===== src/rtl/switch_cfg_loader.sv =====
// -----------------------------------------------------------------------------
// switch_cfg_loader
//
// Serial configuration controller for one 5x5 routing switch box. It hunts
// for the sync byte in a serial bitstream, captures 18 six-bit route entries
// plus a checksum into a shadow register, validates the frame, and commits it
// atomically to the active route-select registers.
//
// Ports:
//   clk        clock, all state changes on the rising edge
//   rst_n      asynchronous active-low reset
//   cfg_din    serial configuration bit (MSB-first per field)
//   cfg_valid  cfg_din is valid this cycle
//   cfg_ready  loader accepts a bit this cycle (low only in COMMIT)
//   cfg_abort  drop the frame in progress, return to IDLE
//   cfg_clear  zero all active entries
//   cfg_top    active top entries, entry i in bits [6i+5:6i]
//   cfg_bottom active bottom entries
//   cfg_left   active left entries
//   cfg_right  active right entries
//   cfg_busy   loader is not in IDLE
//   cfg_done   one-cycle pulse on a successful commit
//   cfg_err    one-cycle pulse on a rejected frame
//   err_code   01 checksum error, 10 illegal entry, 00 after a good frame
// -----------------------------------------------------------------------------
module switch_cfg_loader #(
    parameter int          N_TB = 5,
    parameter int          N_LR = 4,
    parameter logic [7:0]  SYNC = 8'hA5
) (
    input  logic                  clk,
    input  logic                  rst_n,
    input  logic                  cfg_din,
    input  logic                  cfg_valid,
    output logic                  cfg_ready,
    input  logic                  cfg_abort,
    input  logic                  cfg_clear,
    output logic [6*N_TB-1:0]     cfg_top,
    output logic [6*N_TB-1:0]     cfg_bottom,
    output logic [6*N_LR-1:0]     cfg_left,
    output logic [6*N_LR-1:0]     cfg_right,
    output logic                  cfg_busy,
    output logic                  cfg_done,
    output logic                  cfg_err,
    output logic [1:0]            err_code
);

    localparam int N_ENT    = 2*N_TB + 2*N_LR;
    localparam int ENT_BITS = 6*N_ENT;
    localparam int CNT_W    = $clog2(ENT_BITS);

    typedef enum logic [1:0] {IDLE, LOAD, CHK, COMMIT} state_t;

    state_t               state;
    logic [7:0]           win;
    logic [CNT_W-1:0]     bitcnt;
    logic [2:0]           epos;
    logic [7:0]           sum;
    logic                 illegal;
    logic [ENT_BITS-1:0]  shadow;
    logic [7:0]           chk;
    // Active entries kept in frame order: entry 0 (top0) occupies the MSBs.
    logic [ENT_BITS-1:0]  act;

    logic                 xfer;
    logic [7:0]           win_next;
    logic [5:0]           ent_next;

    // Side codes: 0 off, 1 top, 2 right, 3 bottom, 4 left. An "off" entry is
    // legal whatever its index field holds.
    function automatic logic entry_illegal(input logic [5:0] e);
        logic [2:0] side;
        logic [2:0] idx;
        side = e[2:0];
        idx  = e[5:3];
        if (side > 3'd4)
            return 1'b1;
        if ((side == 3'd1 || side == 3'd3) && int'(idx) >= N_TB)
            return 1'b1;
        if ((side == 3'd2 || side == 3'd4) && int'(idx) >= N_LR)
            return 1'b1;
        return 1'b0;
    endfunction

    assign cfg_ready = (state != COMMIT);
    assign cfg_busy  = (state != IDLE);
    assign xfer      = cfg_valid && cfg_ready;
    // Lookahead values include the bit transferring this cycle.
    assign win_next  = {win[6:0], cfg_din};
    assign ent_next  = {shadow[4:0], cfg_din};

    always_ff @(posedge clk or negedge rst_n) begin
        if (!rst_n) begin
            state    <= IDLE;
            win      <= '0;
            bitcnt   <= '0;
            epos     <= '0;
            sum      <= '0;
            illegal  <= 1'b0;
            shadow   <= '0;
            chk      <= '0;
            act      <= '0;
            cfg_done <= 1'b0;
            cfg_err  <= 1'b0;
            err_code <= 2'b00;
        end else begin
            cfg_done <= 1'b0;
            cfg_err  <= 1'b0;

            // A successful commit below overrides this, so commit wins a tie.
            if (cfg_clear)
                act <= '0;

            if (cfg_abort) begin
                state   <= IDLE;
                win     <= '0;
                bitcnt  <= '0;
                epos    <= '0;
                sum     <= '0;
                illegal <= 1'b0;
            end else begin
                case (state)
                    IDLE: begin
                        if (xfer) begin
                            if (win_next == SYNC) begin
                                state   <= LOAD;
                                win     <= '0;
                                bitcnt  <= '0;
                                epos    <= '0;
                                sum     <= '0;
                                illegal <= 1'b0;
                            end else begin
                                win <= win_next;
                            end
                        end
                    end

                    LOAD: begin
                        if (xfer) begin
                            shadow <= {shadow[ENT_BITS-2:0], cfg_din};
                            if (epos == 3'd5) begin
                                epos <= '0;
                                sum  <= sum + {2'b00, ent_next};
                                if (entry_illegal(ent_next))
                                    illegal <= 1'b1;
                            end else begin
                                epos <= epos + 3'd1;
                            end
                            if (bitcnt == CNT_W'(ENT_BITS-1)) begin
                                bitcnt <= '0;
                                state  <= CHK;
                            end else begin
                                bitcnt <= bitcnt + 1'b1;
                            end
                        end
                    end

                    CHK: begin
                        if (xfer) begin
                            chk <= {chk[6:0], cfg_din};
                            if (bitcnt == CNT_W'(7)) begin
                                bitcnt <= '0;
                                state  <= COMMIT;
                            end else begin
                                bitcnt <= bitcnt + 1'b1;
                            end
                        end
                    end

                    COMMIT: begin
                        state <= IDLE;
                        win   <= '0;
                        if (illegal) begin
                            cfg_err  <= 1'b1;
                            err_code <= 2'b10;
                        end else if (chk != sum) begin
                            cfg_err  <= 1'b1;
                            err_code <= 2'b01;
                        end else begin
                            act      <= shadow;
                            cfg_done <= 1'b1;
                            err_code <= 2'b00;
                        end
                    end

                    default: state <= IDLE;
                endcase
            end
        end
    end

    // Unpack frame-ordered entries onto the per-side buses.
    always_comb begin
        cfg_top    = '0;
        cfg_bottom = '0;
        cfg_left   = '0;
        cfg_right  = '0;
        for (int i = 0; i < N_TB; i++) begin
            cfg_top[6*i +: 6]    = act[ENT_BITS-1-6*i -: 6];
            cfg_bottom[6*i +: 6] = act[ENT_BITS-1-6*(N_TB+i) -: 6];
        end
        for (int i = 0; i < N_LR; i++) begin
            cfg_left[6*i +: 6]  = act[ENT_BITS-1-6*(2*N_TB+i) -: 6];
            cfg_right[6*i +: 6] = act[ENT_BITS-1-6*(2*N_TB+N_LR+i) -: 6];
        end
    end

endmodule


===== config.mk =====
export PLATFORM = sky130hd
export DESIGN_NAME = switch_cfg_loader
export DESIGN_NICKNAME = d
export VERILOG_FILES = /design/src/rtl/switch_cfg_loader.sv
export SDC_FILE = /design/constraint.sdc
export NUM_CORES = 1
export LEC_CHECK = 0
export ABC_CLOCK_PERIOD_IN_PS = 2300
export CORE_MARGIN = 4
export CORE_UTILIZATION = 45
export DETAILED_ROUTE_END_ITERATION = 8
export PLACE_DENSITY = 0.66
export SLEW_MARGIN = 20
export SYNTH_ARGS = -nofsm -noshare
export SYNTH_HDL_FRONTEND = slang
export SYNTH_SLANG_ARGS = --single-unit
export TNS_END_PERCENT = 1

===== constraint.sdc =====
create_clock -name clk -period 2.3 [get_ports clk]
set_clock_uncertainty 0.15 [all_clocks]
set_input_delay 0.23 -clock clk [delete_from_list [all_inputs] [get_ports clk]]
set_output_delay 0.23 -clock clk [all_outputs]
set_load 0.005 [all_outputs]

=== After elaboration in Yosys (flattened, before gate mapping) ===
Index checks and enable logic that the tools add are counted.

* Register bits: 256
* Input port bits: 6
* Output and inout port bits: 114
* Word-level logic and storage cells: 141

* Add/sub/neg operators: 3
* $lt $le $gt $ge: 3
* Equal/unequal tests: 21
* Mux-type cells: 82
* Bitwise logic cells: 1
* Reductions and logical operators: 19

{| class="wikitable"
|+ Operators with widths
! kind !! number
|-
| 108-bit two-way mux || 5
|-
| 7-bit two-way mux || 10
|-
| 1-bit two-way mux || 43
|-
| 8-bit two-way mux || 5
|-
| 3-bit != test, second input constant || 8
|-
| 7-bit one-hot mux with 3 select lines || 1
|-
| 2-bit two-way mux || 8
|-
| 8-bit one-hot mux with 2 select lines || 1
|-
| 3-bit two-way mux || 5
|-
| 7-bit one-hot mux with 2 select lines || 1
|-
| 6-bit AND reduction || 2
|-
| 5-bit AND reduction || 2
|-
| 8-bit by 6-bit adder with 8-bit output || 1
|-
| 8-bit == test, second input constant || 1
|-
| 8-bit != test || 1
|-
| 2-bit one-hot mux with 4 select lines || 1
|-
| 7-bit by 1-bit adder with 7-bit output, second input constant || 1
|-
| 7-bit by 3-bit == test with 1-bit output, second input constant || 1
|-
| 7-bit == test, second input constant || 1
|-
| 3-bit by 2-bit == test with 1-bit output, second input constant || 2
|-
| 3-bit == test, second input constant || 2
|-
| 3-bit greater-or-equal comparator, second input constant || 2
|-
| 3-bit one-hot mux with 2 select lines || 1
|-
| 3-bit AND reduction || 2
|-
| 16 further kinds || 22
|}

=== Depth between registers and ports, before layout ===
* Word-level depth: 29
* Gate-level depth with buffers: 9
* Depth with buffers taken out: 7

=== Worst setup path after synthesis ===
No wires, ideal clock.

* Kind: register to register
* Start point: register state[0]
* End point: register shadow[100]
* Library setup time: 125 ps
* Arrival time: 1,807 ps
* Required time: 2,025 ps
* Setup slack: 218 ps
* Stages on the path, launching flop included: 7
* Path buffers: 2
* Clock period less this slack: 2,082 ps
* Cells stage by stage: dfrtp_1 > ha_1 > nand2b_1 > nor2_2 > buf_4 > buf_2 > mux2_2

* Longest elaborated chain between the ends: 3
* Elaborated cells between the ends (all ways): 4

{| class="wikitable"
|+ Ends and longest elaborated chain
! item !! RTL line !! text
|-
| start, declared || 54 || <nowiki>state_t state;</nowiki>
|-
| start signal, assigned || 94 || <nowiki>state <= IDLE;</nowiki>
|-
| start signal, assigned || 115 || <nowiki>state <= IDLE;</nowiki>
|-
| start signal, assigned || 126 || <nowiki>state <= LOAD;</nowiki>
|-
| 2-bit != test || 85 || <nowiki>assign cfg_ready = (state != COMMIT);</nowiki>
|-
| 1-bit logical AND || 87 || <nowiki>assign xfer = cfg_valid && cfg_ready;</nowiki>
|-
| 3-bit AND reduction (no source line) (*) || -- ||
|-
| end signal, assigned || 140 || <nowiki>shadow <= {shadow[ENT_BITS-2:0], cfg_din};</nowiki>
|-
| end, declared || 60 || <nowiki>logic [ENT_BITS-1:0] shadow;</nowiki>
|}

Every way passes the cells marked *; elsewhere a longest branch is shown, timed or not.
A chain may end at the register's enable or synchronous reset.

=== Worst setup path in the final report ===
* Start point: register state[0]
* End point: register shadow[73]

Same word-level chain as after synthesis.

==> run metrics <==
TritonCTS Buffers 28; Initial Util 45.6%; Critical Path RT roughly 2.6 ns; Pwr Total ~11 mW; final hold vios 0; PD cells around 800 nW/um^2; Synth Area in XOR/XNOR less than 1%; complex-gate fraction of the synthesized area 4.47%; Yosys top cell area share between 50% and 60%; gp weighted congestion between 0.7 and 0.8; final worst slack between 0.08 and 0.09 ns; Arr. time, crit path about 2.5 ns; Buf/Inv on CP 2; FF-to-FF Start state[0]$_DFFE_PN0P_; cell with the most instances after synthesis dfrtp_1; Routed WL per cell approximately 16 um; PortBufs 119; synthesized area between 10000 and 15000 um^2; Routed Antenna Nets 0; Layout area overhead 24.4%; crit path kind reg2reg; Post-synth EDFFs 0; dpl ws -0.0562 ns; minimum clock period ~2.2 ns; slowest cell on the critical path dfrtp_1; Setup-failing EPs final 0; Adder-Cell Fraction of Synth Area under 10%; Min-Delay Path Class in2async; share of cells above drive strength 1 roughly 34%; # rows between 50 and 60; largest cells by area after synthesis dfrtp_1 58%, mux2_2 22%, nor2b_1 6.3%, ha_1 1.4%, mux2_4 1.2%; Yosys top cell by area dfrtp_1; Post-route DRC 0; CTS tree built; Syn Inst Count 809; Critical Path Fanout Max 58; slowest stage delay, CP roughly 0.4 ns; most instantiated cells after synthesis 256 x dfrtp_1, 217 x mux2_2, 112 x nor2b_1; worst-skew pair later-pin latency between 0.5 and 0.6 ns; pin count of the biggest net entering global routing roughly 70; Worst slew margin 72.0%; clock sink count 256; Die Wd about 160 um; fin crit share ~96%; dpl hpwl 13.1 mm; main combinational cell family by area after synthesis multiplexers; DR vias/cell about 5.0; Synth Register Bits between 200 and 300; Syn Nets 828; Clock Pin Slew Worst Setup and Hold Paths ~0.06 ns; initial antenna violation count 0; Critical Path Source state[0]$_DFFE_PN0P_; critical-path cell list buf_4 > ha_2 > nand2b_1 > nor2_4 > buf_12 > mux2_2; post-synthesis sequential area ratio between 50% and 60%; ys async rst share 100%; CP endpoint kind flip-flop; status complete, no violations; final non-filler cell total approximately 1300; max-capacitance violation count 0; simple-gate area share of the yosys netlist under 10%; mux contribution to synthesized area 23.4%; ys flop type dfrtp_1; Total Wirelength about 21 mm; # IOs between 100 and 150; die area ~27000 um^2; Root Buffer clkbuf_16; Core Area about 24000 um^2; CTS Buffer Depth 3; final net count about 970; Avg Cell Area, Syn 13.7 um^2; die height roughly 160 um; Synth cell types 53; Overflow after GRT 0; ANT cells 0; Clock H-tree levels 1; Max Clk Rate 0.451 GHz; Final Max Slew Viols 0; CP top delay family buffers and inverters; CP startpoint kind flip-flop; maximum vdd drop ~0.00056 V; number of global-route vias before repair around 6700; Post-Place Cells 1238; total number of vias around 6500; Iteration-0 DRC Markers between 200 and 300; first-pass GRT wire length 34.9 mm; Yosys Warn Count 0; Lkg Pwr 6.64 nW; slew at the pin closest to its max-slew limit ~0.42 ns; drt pass-1 iters 4; RSZ-0062 raised after global routing true; Overall Global Routing Usage between 10% and 20%
==> flip-flops by register name (all words and copies together), names as in the netlist <==
| signal | count |
|---|---|
| sum | 8 |
| act | 108 |
| illegal | 1 |
| cfg_err | 1 |
| win | 7 |
| state | 2 |
| bitcnt | 7 |
| err_code | 2 |
| shadow | 108 |
| cfg_done | 1 |
| epos | 3 |
| chk | 8 |
==> layout make-up <==
class | instances | area, um^2
Clock inverter | 8 | 104
Sequential cell | 256 | 6410
Fill cell | 2025 | 10500
Timing Repair Buffer | 149 | 1540
Inverter | 8 | 30.0
Clock buffer | 40 | 816
Tap cell | 324 | 405
Multi-Input combinational cell | 504 | 4460
==> through the flow <==
stage	instance area, um^2	TNS [ns]	util [%]	hold WS (ns)
floorplan	11100	0	-	-0.216
global placement	12800	-0.0626	52.7	0.0235
detailed placement	12800	-0.0562	52.7	0.0215
CTS	13700	0	56.7	0.0310
global route	13800	-0.00817	56.8	0.0511
finish	13800	0	56.8	0.0467
==> cells in the final DEF (no fill, tap or decap), types with 7 or more instances in the layout <==
master	netlist	layout
clkbuf_16	0	28
mux2_4	9	9
dfrtp_1	256	256
xor2_1	9	9
ha_1	12	9
buf_12	0	9
buf_4	1	21
nand2_1	30	30
nor2b_1	112	112
mux2_2	217	217
nor2_1	14	13
clkdlybuf4s50_1	0	116
o21ai_0	21	21
clkbuf_8	0	7
a21oi_1	7	7
==> path summary, 6_finish.rpt <==
path | end | slack (ns) | cells after the start
max reg2reg | shadow[73]$_DFFE_PN0P_ | 0.08 | 6
min reg2reg | win[6]$_DFFE_PN0P_ | 0.34 | 2
max | shadow[73]$_DFFE_PN0P_ | 0.08 | 6
min | epos[0]$_DFFE_PN0P_ | 0.05 | 2
max in group asynchronous | shadow[11]$_DFFE_PN0P_ | 1.26 | 3
min in group clk | act[57]$_DFF_PN0_ | 0.06 | 3
==> metal layers <==
metal	up-vias	share of wire (%)	track usage [%]
li1	3088	-	-
met1	3280	47	22.4
met2	95	47	25.1
met3	33	3.7	2.52
met4	0	2.0	3.78
met5	-	0	0
==> timing repair <==
action                                 in CTS  in global routing
gates resized for setup                     4                  7
hold buffers                                1                  0
cloned                                      0                  0
endpoints found under the hold margin     256                  0
setup endpoints to repair                   1                116
pin swaps                                   0                  2
buffers inserted                            2                  0
==> report_power, final <==
part	total, mW	internal [mW]	switching (mW)
clock	4.42	2.67	1.74
sequential	4.83	4.66	0.171
combinational	1.71	0.773	0.941
==> kinds of logic (layout without fill, tap and decap cells) <==
logic type,after synthesis,in the layout
AND/OR/NAND/NOR,185,185
buffers and inverters,49,205
multiplexers,227,227
adder cells (fa/ha/maj),13,13
XOR/XNOR,10,10
flip-flops,256,256
AO/OA/AOI/OAI,69,69
Note: power is estimated with default switching activity, not from simulation.
